[src/rtl/uart_alu_ctrl_if.sv]
// Bundle between the frame sequencer and its UART receiver, transmitter and ALU.
// Latency: none, wires only.
// Backpressure: none; i_Tx_Done is the only return path from the transmitter.
// Ports: i_bd/i_Rx_Done/i_Rx_Byte from the receiver, i_Alu_Result from the ALU,
//        i_Tx_Done from the transmitter; o_* registered outputs of the sequencer.
interface uart_alu_ctrl_if #(
    parameter int Bits    = 8,
    parameter int Op_Bits = 6
);
    logic               i_bd;
    logic               i_Rx_Done;
    logic [Bits-1:0]    i_Rx_Byte;
    logic [Bits-1:0]    i_Alu_Result;
    logic               i_Tx_Done;
    logic [Bits-1:0]    o_A;
    logic [Bits-1:0]    o_B;
    logic [Op_Bits-1:0] o_Op;
    logic               o_Tx_Start;
    logic [Bits-1:0]    o_Tx_Byte;
    logic               o_Busy;
    logic               o_Err_Timeout;
    logic               o_Err_Overrun;

    // Environment side: receiver, ALU and transmitter.
    modport master (
        output i_bd, i_Rx_Done, i_Rx_Byte, i_Alu_Result, i_Tx_Done,
        input  o_A, o_B, o_Op, o_Tx_Start, o_Tx_Byte, o_Busy, o_Err_Timeout, o_Err_Overrun
    );

    // Sequencer side.
    modport slave (
        input  i_bd, i_Rx_Done, i_Rx_Byte, i_Alu_Result, i_Tx_Done,
        output o_A, o_B, o_Op, o_Tx_Start, o_Tx_Byte, o_Busy, o_Err_Timeout, o_Err_Overrun
    );
endinterface

[src/rtl/uart_alu_ctrl.sv]
// Sequencer: collects operand A, operand B and opcode bytes, runs the ALU, sends the result byte.
// Latency: opcode byte event to o_Tx_Start is 2 cycles; all outputs are registered.
// Backpressure: none on receive; bytes arriving while a result is in flight are dropped and flagged.
// Ports: i_Clock, i_reset_n (async active-low) plain; everything else through bus (slave modport).
module uart_alu_ctrl #(
    parameter int Bits          = 8,
    parameter int Op_Bits       = 6,
    parameter int Timeout_Ticks = 160
) (
    input  logic          i_Clock,
    input  logic          i_reset_n,
    uart_alu_ctrl_if.slave bus
);
    localparam int Cnt_W = $clog2(Timeout_Ticks + 1);
    localparam logic [Cnt_W-1:0] Cnt_Max = Cnt_W'(Timeout_Ticks);

    typedef enum logic [2:0] {
        S_GET_A   = 3'd0,
        S_GET_B   = 3'd1,
        S_GET_OP  = 3'd2,
        S_EXEC    = 3'd3,
        S_SEND    = 3'd4,
        S_WAIT_TX = 3'd5
    } state_t;

    state_t             state_q, state_d;
    logic               rx_prev_q;
    logic [Bits-1:0]    a_q, a_d;
    logic [Bits-1:0]    b_q, b_d;
    logic [Op_Bits-1:0] op_q, op_d;
    logic [Bits-1:0]    tx_byte_q, tx_byte_d;
    logic [Cnt_W-1:0]   cnt_q, cnt_d;
    logic               tx_start_q, tx_start_d;
    logic               busy_q, busy_d;
    logic               timeout_q, timeout_d;
    logic               overrun_q, overrun_d;

    logic               rx_ev;
    logic [Cnt_W-1:0]   cnt_inc;
    logic               tick_out;

    // A done level held for several cycles is one byte.
    assign rx_ev    = bus.i_Rx_Done & ~rx_prev_q;
    assign cnt_inc  = (bus.i_bd && (cnt_q != Cnt_Max)) ? cnt_q + 1'b1 : cnt_q;
    assign tick_out = (cnt_inc == Cnt_Max);

    always_comb begin
        state_d    = state_q;
        a_d        = a_q;
        b_d        = b_q;
        op_d       = op_q;
        tx_byte_d  = tx_byte_q;
        cnt_d      = '0;       // counter only runs while waiting for B or opcode
        tx_start_d = 1'b0;
        timeout_d  = 1'b0;
        overrun_d  = 1'b0;
        case (state_q)
            S_GET_A: begin
                if (rx_ev) begin
                    a_d     = bus.i_Rx_Byte;
                    state_d = S_GET_B;
                end
            end
            S_GET_B: begin
                // A byte arriving on the terminal tick still wins.
                if (rx_ev) begin
                    b_d     = bus.i_Rx_Byte;
                    state_d = S_GET_OP;
                end else if (tick_out) begin
                    timeout_d = 1'b1;
                    state_d   = S_GET_A;
                end else begin
                    cnt_d = cnt_inc;
                end
            end
            S_GET_OP: begin
                if (rx_ev) begin
                    op_d    = bus.i_Rx_Byte[Op_Bits-1:0];
                    state_d = S_EXEC;
                end else if (tick_out) begin
                    timeout_d = 1'b1;
                    state_d   = S_GET_A;
                end else begin
                    cnt_d = cnt_inc;
                end
            end
            S_EXEC: begin
                tx_byte_d  = bus.i_Alu_Result;
                tx_start_d = 1'b1;     // registered, so high during S_SEND
                overrun_d  = rx_ev;
                state_d    = S_SEND;
            end
            S_SEND: begin
                overrun_d = rx_ev;
                state_d   = S_WAIT_TX;
            end
            S_WAIT_TX: begin
                overrun_d = rx_ev;
                if (bus.i_Tx_Done) begin
                    state_d = S_GET_A;
                end
            end
            default: state_d = S_GET_A;
        endcase
        busy_d = (state_d != S_GET_A);
    end

    always_ff @(posedge i_Clock or negedge i_reset_n) begin
        if (!i_reset_n) begin
            state_q    <= S_GET_A;
            rx_prev_q  <= 1'b0;
            a_q        <= '0;
            b_q        <= '0;
            op_q       <= '0;
            tx_byte_q  <= '0;
            cnt_q      <= '0;
            tx_start_q <= 1'b0;
            busy_q     <= 1'b0;
            timeout_q  <= 1'b0;
            overrun_q  <= 1'b0;
        end else begin
            state_q    <= state_d;
            rx_prev_q  <= bus.i_Rx_Done;
            a_q        <= a_d;
            b_q        <= b_d;
            op_q       <= op_d;
            tx_byte_q  <= tx_byte_d;
            cnt_q      <= cnt_d;
            tx_start_q <= tx_start_d;
            busy_q     <= busy_d;
            timeout_q  <= timeout_d;
            overrun_q  <= overrun_d;
        end
    end

    assign bus.o_A           = a_q;
    assign bus.o_B           = b_q;
    assign bus.o_Op          = op_q;
    assign bus.o_Tx_Byte     = tx_byte_q;
    assign bus.o_Tx_Start    = tx_start_q;
    assign bus.o_Busy        = busy_q;
    assign bus.o_Err_Timeout = timeout_q;
    assign bus.o_Err_Overrun = overrun_q;
endmodule

[src/flat_wrapper.sv]
// flat-port wrapper written by rule: the top's interface ports become plain ports
module uart_alu_ctrl_flat 
#(
    parameter int Bits          = 8,
    parameter int Op_Bits       = 6,
    parameter int Timeout_Ticks = 160
)
  (i_Clock, i_reset_n, bus_i_bd, bus_i_Rx_Done, bus_i_Rx_Byte, bus_i_Alu_Result, bus_i_Tx_Done, bus_o_A, bus_o_B, bus_o_Op, bus_o_Tx_Start, bus_o_Tx_Byte, bus_o_Busy, bus_o_Err_Timeout, bus_o_Err_Overrun);
  uart_alu_ctrl_if #(.Bits(Bits), .Op_Bits(Op_Bits)) bus_i ();
  input  logic i_Clock;
  input  logic i_reset_n;
  input wire logic [$bits(bus_i.i_bd)-1:0] bus_i_bd;
  input wire logic [$bits(bus_i.i_Rx_Done)-1:0] bus_i_Rx_Done;
  input wire logic [$bits(bus_i.i_Rx_Byte)-1:0] bus_i_Rx_Byte;
  input wire logic [$bits(bus_i.i_Alu_Result)-1:0] bus_i_Alu_Result;
  input wire logic [$bits(bus_i.i_Tx_Done)-1:0] bus_i_Tx_Done;
  output wire logic [$bits(bus_i.o_A)-1:0] bus_o_A;
  output wire logic [$bits(bus_i.o_B)-1:0] bus_o_B;
  output wire logic [$bits(bus_i.o_Op)-1:0] bus_o_Op;
  output wire logic [$bits(bus_i.o_Tx_Start)-1:0] bus_o_Tx_Start;
  output wire logic [$bits(bus_i.o_Tx_Byte)-1:0] bus_o_Tx_Byte;
  output wire logic [$bits(bus_i.o_Busy)-1:0] bus_o_Busy;
  output wire logic [$bits(bus_i.o_Err_Timeout)-1:0] bus_o_Err_Timeout;
  output wire logic [$bits(bus_i.o_Err_Overrun)-1:0] bus_o_Err_Overrun;
  assign bus_i.i_bd = bus_i_bd;
  assign bus_i.i_Rx_Done = bus_i_Rx_Done;
  assign bus_i.i_Rx_Byte = bus_i_Rx_Byte;
  assign bus_i.i_Alu_Result = bus_i_Alu_Result;
  assign bus_i.i_Tx_Done = bus_i_Tx_Done;
  assign bus_o_A = bus_i.o_A;
  assign bus_o_B = bus_i.o_B;
  assign bus_o_Op = bus_i.o_Op;
  assign bus_o_Tx_Start = bus_i.o_Tx_Start;
  assign bus_o_Tx_Byte = bus_i.o_Tx_Byte;
  assign bus_o_Busy = bus_i.o_Busy;
  assign bus_o_Err_Timeout = bus_i.o_Err_Timeout;
  assign bus_o_Err_Overrun = bus_i.o_Err_Overrun;
  uart_alu_ctrl #(.Bits(Bits), .Op_Bits(Op_Bits), .Timeout_Ticks(Timeout_Ticks)) u_core (.i_Clock(i_Clock), .i_reset_n(i_reset_n), .bus(bus_i));
endmodule
[config.mk]
export PLATFORM = sky130hd
export DESIGN_NAME = uart_alu_ctrl_flat
export DESIGN_NICKNAME = d
export VERILOG_FILES = /design/src/rtl/uart_alu_ctrl_if.sv /design/src/rtl/uart_alu_ctrl.sv /design/src/flat_wrapper.sv
export SDC_FILE = /design/constraint.sdc
export NUM_CORES = 1
export LEC_CHECK = 0
export ABC_CLOCK_PERIOD_IN_PS = 2600
export BUFFER_PORTS_ARGS = -buffer_cell sky130_fd_sc_hd__buf_2
export CORE_ASPECT_RATIO = 0.7
export CORE_UTILIZATION = 51
export DETAILED_ROUTE_END_ITERATION = 8
export PLACE_DENSITY = 0.86
export SLEW_MARGIN = 0
export SYNTH_ARGS = -nofsm -noshare
export SYNTH_HDL_FRONTEND = slang
export SYNTH_SLANG_ARGS = --single-unit
[constraint.sdc]
create_clock -name i_Clock -period 2.6 [get_ports i_Clock]
set_input_delay 0.39 -clock i_Clock [delete_from_list [all_inputs] [get_ports i_Clock]]
set_output_delay 0.39 -clock i_Clock [all_outputs]
set_load 0.005 [all_outputs]
; Word level (Yosys, flattened, before mapping)
; Cells that the tools add are included.
[classes]
add_sub_neg = 1
n_eq_ne = 7
mux = 15
bitwise = 2
n_reduce_logical = 8
[op_table]
columns = cell, count
row1 = 2-to-1 mux 8 bit, 4
row2 = one-hot mux 3 bit (6 select lines), 1
row3 = 2-to-1 mux 3 bit, 5
row4 = adder 8 x 1 -> 8 bit (second input constant), 1
row5 = equality test 8 bit (second input constant), 1
row6 = != test 8 bit (second input constant), 1
row7 = equality test 3 x 2 -> 1 bit (second input constant), 2
row8 = equality test 3 bit (second input constant), 2
row9 = AND reduction 2 bit, 3
row10 = 2-to-1 mux 1 bit, 5
row11 = equality test 3 x 1 -> 1 bit (second input constant), 1
row12 = zero test 3 bit, 1
row13 = nonzero test 3 bit, 1
row14 = OR reduction 3 bit, 1
row15 = OR reduction 2 bit, 1
row16 = AND 1 bit, 1
row17 = logical AND 1 bit, 1
row18 = inverter 1 bit, 1
[totals]
register_bits = 46
in_bits = 21
out_inout_bits = 34
wordCells = 44

; Depth between registers and ports, before layout
; Gate-level depths: netlist (run 1).
[depth]
depth_word = 8
depth_mapped = 7

; Worst setup path after synthesis (run 1)
; No wires, ideal clock.
[synth_path]
kind = register -> register
from = register u_core.cnt_q[0]
to = register u_core.state_q[1]
setup_time_ns = 0.150
arrival_time_ns = 1.827
setup_slack_ns = 0.623
stages_incl_launch_ff = 8
period_less_slack_ns = 1.977
cell_sequence = dfrtp_1 -> inv_1 -> ha_1 -> or3b_4 -> o21ai_4 -> mux2i_1 -> nor4b_4 -> o311ai_1
[synth_via]
elab_chain_len = 7
[synth_lines]
columns = item, line_no
row1 = start: declaration, uart_alu_ctrl.sv:32  ; logic [Cnt_W-1:0] cnt_q, cnt_d;
row2 = start signal: assignment, uart_alu_ctrl.sv:128  ; cnt_q <= cnt_d;
row3 = "parallel branches: the longest is 2 deep, another holds adder 8 x 1 -> 8 bit", n/a
row4 = 2-to-1 mux 8 bit *, uart_alu_ctrl.sv:44  ; assign cnt_inc = (bus.i_bd && (cnt_q != Cnt_Max)) ? cnt_q + 1'b1 : cnt_q;
row5 = equality test 8 bit *, uart_alu_ctrl.sv:45  ; assign tick_out = (cnt_inc == Cnt_Max);
row6 = 2-to-1 mux 3 bit *, "uart_alu_ctrl.sv:69, uart_alu_ctrl.sv:80"
row7 = "2-to-1 mux 3 bit, on equally long branches", "uart_alu_ctrl.sv:77, uart_alu_ctrl.sv:66"
row8 = one-hot mux 3 bit (6 select lines) *, uart_alu_ctrl.sv:57  ; case (state_q)
row9 = net u_core.state_d[1], uart_alu_ctrl.sv:26  ; state_t state_q, state_d;
row10 = end signal: assignment, uart_alu_ctrl.sv:122  ; state_q <= state_d;
row11 = end: declaration, uart_alu_ctrl.sv:26
; Mark *: on every way through the listed nets, which the timed path passes.
; A chain may end at the register's enable or synchronous reset.

; Final worst setup path (run 1)
; Ends and elaborated chain as after synthesis.

==> results of run 1 <==
Yosys cell counts:
master | instances | share of area [%]
nor2b_1 | 2 | 0.63
nor4b_4 | 1 | 1.2
nand3_1 | 3 | 0.76
or3b_4 | 1 | 0.57
xor2_1 | 4 | 1.8
a21oi_1 | 2 | 0.51
nor2_1 | 12 | 2.3
nand3b_1 | 3 | 1.1
nand4bb_2 | 1 | 0.82
mux2i_1 | 2 | 1.0
nand4_1 | 4 | 1.3
xnor2_1 | 3 | 1.3
nor3_1 | 2 | 0.51
o31ai_1 | 1 | 0.38
nor2_2 | 1 | 0.32
a21boi_0 | 1 | 0.38
o311ai_1 | 2 | 0.88
o21ai_4 | 1 | 0.82
or4_1 | 1 | 0.38
o21ai_0 | 1 | 0.25
nand2b_1 | 3 | 0.95
and4_2 | 1 | 0.51
or3_1 | 2 | 0.63
clkbuf_1 | 4 | 0.76
o22ai_1 | 1 | 0.32
nor3b_1 | 1 | 0.38
ha_1 | 2 | 1.3
mux2_2 | 30 | 17
dfrtp_1 | 46 | 58
and2_1 | 2 | 0.63
inv_1 | 4 | 0.76
nand2_1 | 5 | 0.95
and3b_2 | 1 | 0.51
power by group through the flow:
stage	Sequential [W]	Clock, W	Combinational, W
after detailed placement	0.00117	0	0.000806
after floorplan	0.00116	0	0.000443
final	0.00115	0.000650	0.000792
after global routing	0.00119	0.000690	0.000876
after global placement	0.00116	0	0.000771
after CTS	0.00116	0.000654	0.000807
worst max-delay path, stage by stage, from the launching register on:
cell and delay (ns):
dfrtp_1 0.44, inv_1 0.13, ha_1 0.15, or3b_4 0.39, o22ai_1 0.23, nand3_1 0.15
nor4b_4 0.42, o311ai_1 0.15
area by class of cell:
type,instances,area share (%)
sequential,46,47.2
multi-input combinational,96,32.8
clock inverter,2,2.46
tap,50,2.56
clock buffer,6,3.38
timing repair buffer,54,11.1
inverter,4,0.615
cells by family (layout without fill, tap and decap cells):
logic type / count (synthesis) / count (layout) / share of synthesized area (%)
buffers and inverters: 8 / 66 / 1.52
DFF: 46 / 46 / 58.1
muxes: 32 / 32 / 18.1
xor gates and xnor gates: 7 / 7 / 3.10
and+or+nand+nor: 46 / 46 / 14.4
adders and majority gates: 2 / 2 / 1.26
AOI/OAI and AO/OA: 9 / 9 / 3.54
worst paths after layout:
| path | cells after the start | from | endpoint | slack (ns) |
|---|---|---|---|---|
| worst max-delay path | 7 | u_core.cnt_q[0] | u_core.state_q[1] | 0.40 |
| worst max register to register | 7 | u_core.cnt_q[0] | u_core.state_q[1] | 0.40 |
| worst min register to register | 1 | u_core.bus.o_Op[4] | u_core.bus.o_Op[4] | 0.50 |
| worst min-delay path | 1 | bus_i_Rx_Done | u_core.rx_prev_q | 0.21 |
| max in group asynchronous | 1 | i_reset_n | u_core.bus.o_B[1] | 1.76 |
| min in group asynchronous | 1 | i_reset_n | u_core.bus.o_Tx_Byte[1] | 0.24 |
sequential cells by signal, summed over array words and instances, names as in the netlist:
register,flops
u_core.bus.o_A,8
u_core.bus.o_B,8
u_core.bus.o_Busy,1
u_core.bus.o_Err_Overrun,1
u_core.bus.o_Err_Timeout,1
u_core.bus.o_Op,6
u_core.bus.o_Tx_Byte,8
u_core.bus.o_Tx_Start,1
u_core.cnt_q,8
u_core.rx_prev_q,1
u_core.state_q,3
routing by layer:
| layer | up-vias | wire length [um] | share of wire, % |
|---|---|---|---|
| li1 | 637 | - | - |
| met1 | 664 | 1790 | 48 |
| met2 | 36 | 1670 | 45 |
| met3 | 6 | 207 | 5.6 |
| met4 | 0 | 60 | 1.6 |
| met5 | - | 0 | 0 |
layout by cell type (no fill, tap or decap), types with 2 or more instances in the layout:
master / n
a21oi_1: 2
and2_1: 2
buf_2: 54
bufinv_16: 2
clkbuf_8: 6
dfrtp_1: 46
ha_1: 2
inv_1: 4
mux2_2: 30
mux2i_1: 2
nand2_1: 5
nand2b_1: 3
nand3_1: 3
nand3b_1: 3
nand4_1: 4
nor2_1: 12
nor2b_1: 2
nor3_1: 2
o311ai_1: 2
or3_1: 2
xnor2_1: 3
xor2_1: 4
stage by stage:
stage	std cells	setup slack, ns
finish	258	0.400
global route	258	0.241
CTS	258	0.395
detailed placement	250	0.407
global placement	250	0.521
floorplan	150	0.623
==> summary.txt, run 1 <==
Status
  – Status: finished, final reports clean

Synthesis
  – Syn Std Cell Area: 0.00198 mm^2
  – Register area share after synthesis: between 50 and 60%
  – Cells after Synth: 150
  – Syn Nets: roughly 170
  – Mean Syn Cell Area: about 13 um^2
  – Synth Warn #: 0
  – Netlist cell types: 33
  – FF+latch count, synth: 46

Global route
  – Busiest grt layer: met2
  – Largest net degree at the start of global routing: 47
  – First-pass GRT wire length: 6380 um
  – Grt met1 use: 27.5%
  – Global route overflow: 0
  – Met2 GRT Util: 33.0%
  – GR Layer Usage met3: 7.46%
  – Antenna violations before repair: 0
  – Total track usage: 21.2%
  – Vias in the first global route: 1341

Worst setup path
  – Worst Setup End Kind: flip-flop
  – Worst setup SP type: flip-flop
  – Crit-path max FO: 6
  – WP data required: between 2 and 3 ns
  – Worst EP arrival: ~2.4 ns
  – WS Path Type: reg -> reg

Die
  – Die area: 0.00414 mm^2
  – Std-Cell Rows: 18
  – Starting Density: a little over half
  – DIE HEIGHT: 54.1 um
  – Die X: 76.5 um
  – Io pins: 55
  – Core ar.: 0.00363 mm^2

STA
  – Final hold slack: 0.210 ns
  – Final Hold Viols: 0
  – Final setup fails: 0
  – Fin. max-slew vios: 0
  – Least-Margin Pin Slew: 0.976 ns
  – Normalized max-slew margin: 34.9%
  – Fmax: 454 MHz
  – Minimum clock period: 2.20 ns
  – Period utilisation layout: 84.6%
  – RSZ-0062 raised after global routing: no
  – Final Skew: 0.00908 ns
  – Fin Setup TNS: 0 ns

Layout
  – Antenna diodes: 0
  – Fill cell count: between 200 and 300
  – Final core occ: 67.3%
  – P&R area growth vs syn: 23.2%
  – Share of cells above drive strength 1: between 40% and 50%
  – Nets: 230
  – Area of the multi-input gates: roughly 800 um^2
  – Sequential Area: 0.00115 mm^2
  – Cell area after layout: 0.00244 mm^2

Route
  – DRT Pass-1 Iters: 4
  – Routed vias: roughly 1300
  – Detail Route Antenna Nets: 0
  – Number of vias per cell: 5.21
  – Post-Route WL: 3720 um
  – Residual DRC: 0
  – Routed len/inst: 14.4 um
  – Initial drt markers: 61

Clock tree
  – Post-CTS Setup Bufs: 0
  – Post-CTS sizing: 0
  – # hold bufs at CTS: 0
  – CTS tree: done
  – Clock sinks: 46
  – Reg clk slew, reported paths: 0.09 ns
  – CTS H-tree lvls: 2
  – Clock latency on the worst-skew pair: 0.30 ns
  – Max clock buf depth: 2
  – TritonCTS Buffers: 5
  – Clock root cell: clkbuf_8

Pwr
  – Peak VDD IR: 0.736 mV
  – Switch Pwr: 0.000742 W
  – Power Total: 0.00260 W
  – Pint: 0.00185 W
  – Seq pwr share: 44.5%
  – Comb pwr share: a little under a third
  – Power Density: ~1100 mW/mm^2
  – Clock power frac: 25.0%
  – Leak pwr: 1.16 nW
  – Switching Share: ~29%

Placement
  – IO Port Bufs: 54
  – Placement Cell Area: 0.00230 mm^2
  – Final GP Congestion: 0.795
  – Dpl hpwl: about 2700 um

Worst hold path
  – Hold Crit Class: in -> reg

Job
  – # Max-Cap Violations: 0
No activity file was read; power rests on OpenSTA's default activity.
==> run 2: changes to the inputs <==
--- a/config.mk
+++ b/config.mk
@@ -5,12 +5,13 @@
 export SDC_FILE = /design/constraint.sdc
 export NUM_CORES = 1
 export LEC_CHECK = 0
-export ABC_CLOCK_PERIOD_IN_PS = 2600
+export ABC_AREA = 1
+export ABC_CLOCK_PERIOD_IN_PS = 1900
 export BUFFER_PORTS_ARGS = -buffer_cell sky130_fd_sc_hd__buf_2
 export CORE_ASPECT_RATIO = 0.7
-export CORE_UTILIZATION = 51
+export CORE_UTILIZATION = 47
 export DETAILED_ROUTE_END_ITERATION = 8
-export PLACE_DENSITY = 0.86
+export PLACE_DENSITY = 0.83
 export SLEW_MARGIN = 0
 export SYNTH_ARGS = -nofsm -noshare
 export SYNTH_HDL_FRONTEND = slang
==> constraint.sdc (replaced) <==
create_clock -name i_Clock -period 1.9 [get_ports i_Clock]
set_input_delay 0.285 -clock i_Clock [delete_from_list [all_inputs] [get_ports i_Clock]]
set_output_delay 0.285 -clock i_Clock [all_outputs]
set_load 0.005 [all_outputs]
==> summary.txt, run 2 <==
Route
  – Routed len/inst: 12.8 um
  – Initial drt markers: 184
  – Routed vias: about 1800
  – DRT Pass-1 Iters: 4
  – Detail Route Antenna Nets: 0
  – Post-Route WL: 4650 um
  – Residual DRC: 0
  – Number of vias per cell: 4.88

Synthesis
  – Post-synth EDFFs: 0
  – Synth Warn #: 0
  – Syn Std Cell Area: 0.00205 mm^2
  – Mean Syn Cell Area: about 8.6 um^2
  – Post-synth ARST share: 100%
  – FF+latch count, synth: 46
  – Post-synth top area cell: dfrtp_1
  – Register area share after synthesis: between 50% and 60%
  – Syn Nets: approximately 260
  – Top cells by area, synth: dfrtp_1 (56%), nand2_1 (14%), inv_1 (4.4%)
  – Cells after Synth: 238
  – Netlist cell types: 23
  – Most frequent cell after synthesis: nand2_1
  – Most used DFF post-synth: dfrtp_1
  – Commonest cells in the netlist: nand2_1 (78), dfrtp_1 (46), inv_1 (24)
  – Share of the synthesized area in the top cell type: 56.1%

Worst setup path
  – Worst EP arrival: ~2.2 ns
  – WP data required: about 2.1 ns
  – CP bufs+invs: 3
  – Setup crit start: u_core.cnt_q[0]
  – Cell Chain, Critical Path: inv_2, ha_4, nand2_4, nor2_4, nand2_8, buf_6, buf_6, nand3_2, nand2_2, nand2_2, nor2_2, nand2_2, nand2_2, nand2_2, a21oi_2, nand2_1
  – Crit-path max FO: 6
  – Worst setup SP type: flip-flop
  – Crit-path max cell delay: 0.40 ns
  – WS Path Type: reg -> reg
  – Largest delay contributor family on the critical path: simple AND/OR/NAND/NOR gates
  – R2r startpoint: u_core.cnt_q[0]
  – Worst Setup End Kind: flip-flop
  – CP dominant cell by count: nand2_2
  – CP max stage cell: dfrtp_1

Pwr
  – Power Total: around 0.0035 W
  – Peak VDD IR: approximately 0.76 mV
  – Leak pwr: 1.39 nW
  – Power Density: roughly 1300 mW/mm^2

STA
  – Period utilisation layout: 105%
  – Minimum clock period: 1.99 ns
  – RSZ-0062 raised after global routing: yes
  – Final Skew: 0.00745 ns
  – Final hold slack: 0.112 ns
  – Fmax: 503 MHz
  – Final setup fails: 2
  – Fin Setup TNS: -0.137 ns
  – Least-Margin Pin Slew: 0.524 ns
  – Final worst slack: -0.0872 ns
  – Normalized max-slew margin: 65.1%
  – Final Hold Viols: 0
  – Fin. max-slew vios: 0

Status
  – Status: finished with violations
  – Failing checks: setup timing

Clock tree
  – Max clock buf depth: 2
  – Reg clk slew, reported paths: ~0.09 ns
  – TritonCTS Buffers: 5
  – CTS H-tree lvls: 2
  – CTS tree: done
  – Clock sinks: 46
  – Clock latency on the worst-skew pair: 0.29 ns
  – Clock root cell: clkbuf_8

Global route
  – Antenna violations before repair: 0
  – First-pass GRT wire length: 7060 um
  – Largest net degree at the start of global routing: 25
  – Total track usage: 20.4%
  – Global route overflow: 0
  – Vias in the first global route: approximately 1500

Layout
  – Most common cell after layout, fill and taps aside: nand2_1
  – Share of cells above drive strength 1: 35.2%
  – Final core occ: about two thirds
  – Cell area after layout: 0.00269 mm^2
  – P&R area growth vs syn: 30.8%
  – Antenna diodes: 0
  – Nets: roughly 330
  – Commonest cells after routing, fill and taps aside: nand2_1 (72), buf_2 (54), dfrtp_1 (44)

Die
  – Io pins: between 50 and 60
  – Die X: 81 um
  – Core ar.: roughly 0.004 mm^2
  – DIE HEIGHT: about 57 um
  – Starting Density: between 50% and 60%
  – Die area: between 0.004 and 0.005 mm^2
  – Std-Cell Rows: 19

Placement
  – Placement Cell Area: 0.00241 mm^2
  – Final GP Congestion: 0.896
  – Dpl hpwl: 3200 um
  – IO Port Bufs: 54

Worst hold path
  – Hold Crit Class: in -> reg
  – Hold Crit Start: bus_i_Rx_Done

Job
  – # Max-Cap Violations: 0
-- run 2: path summary, 6_finish.rpt --
check / slack [ns] / end / depth (start not counted)
setup reg to reg: -0.09 / u_core.bus.o_Busy / 16
setup / recovery: -0.09 / u_core.bus.o_Busy / 16
hold / removal: 0.11 / u_core.rx_prev_q / 1
max in group asynchronous: 0.90 / u_core.bus.o_Tx_Byte[2] / 3
min in group asynchronous: 0.51 / u_core.bus.o_A[5] / 2
hold reg to reg: 0.48 / u_core.bus.o_Tx_Byte[1] / 2
-- run 2: where the power goes --
| part | total, W | switching [W] | internal, W |
|---|---|---|---|
| Clock | 0.000605 | 0.000342 | 0.000263 |
| Combinational | 0.00130 | 0.000714 | 0.000590 |
| Sequential | 0.00157 | 0.000228 | 0.00134 |
-- run 2: logic make-up after synthesis --
group / count (synthesis) / share of synthesized area, %
AO/OA/AOI/OAI: 30 / 7.86
adder cells (fa/ha/maj): 2 / 1.22
AND/OR/NAND/NOR: 127 / 28.2
XOR/XNOR: 1 / 0.427
flip-flops: 46 / 56.1
buffers and inverters: 32 / 6.28
-- run 2: routing by layer --
| metal | part of all wire (%) | track usage, % |
|---|---|---|
| met1 | 46 | 30.9 |
| met2 | 47 | 29.5 |
| met3 | 5.4 | 4.64 |
| met4 | 1.4 | 5.61 |
| met5 | 0 | 0 |
-- run 2: final cells by class --
type / count / area [um^2]
Fill cell: 346 / 1360
Sequential cell: 46 / 1150
Multi-Input combinational cell: 160 / 865
Timing Repair Buffer: 68 / 405
Inverter: 28 / 105
Clock buffer: 5 / 68.8
Tap cell: 52 / 65.1
Clock inverter: 3 / 23.8
-- run 2: through the flow --
step,setup slack (ns),cells
2_1_floorplan,0.168,238
3_3_place_gp,0.0687,345
3_5_place_dp,-0.0415,345
4_1_cts,0.00943,359
5_1_grt,-0.135,362
6_report,-0.0872,362
-- run 2: repair_timing --
action / CTS / global route
buffers inserted: 5 / 3
hold endpoints to repair: 22 / 0
resized for setup: 7 / 23
hold buffers: 1 / 0
endpoints found under the setup margin: 1 / 5
pin swaps: 7 / 18
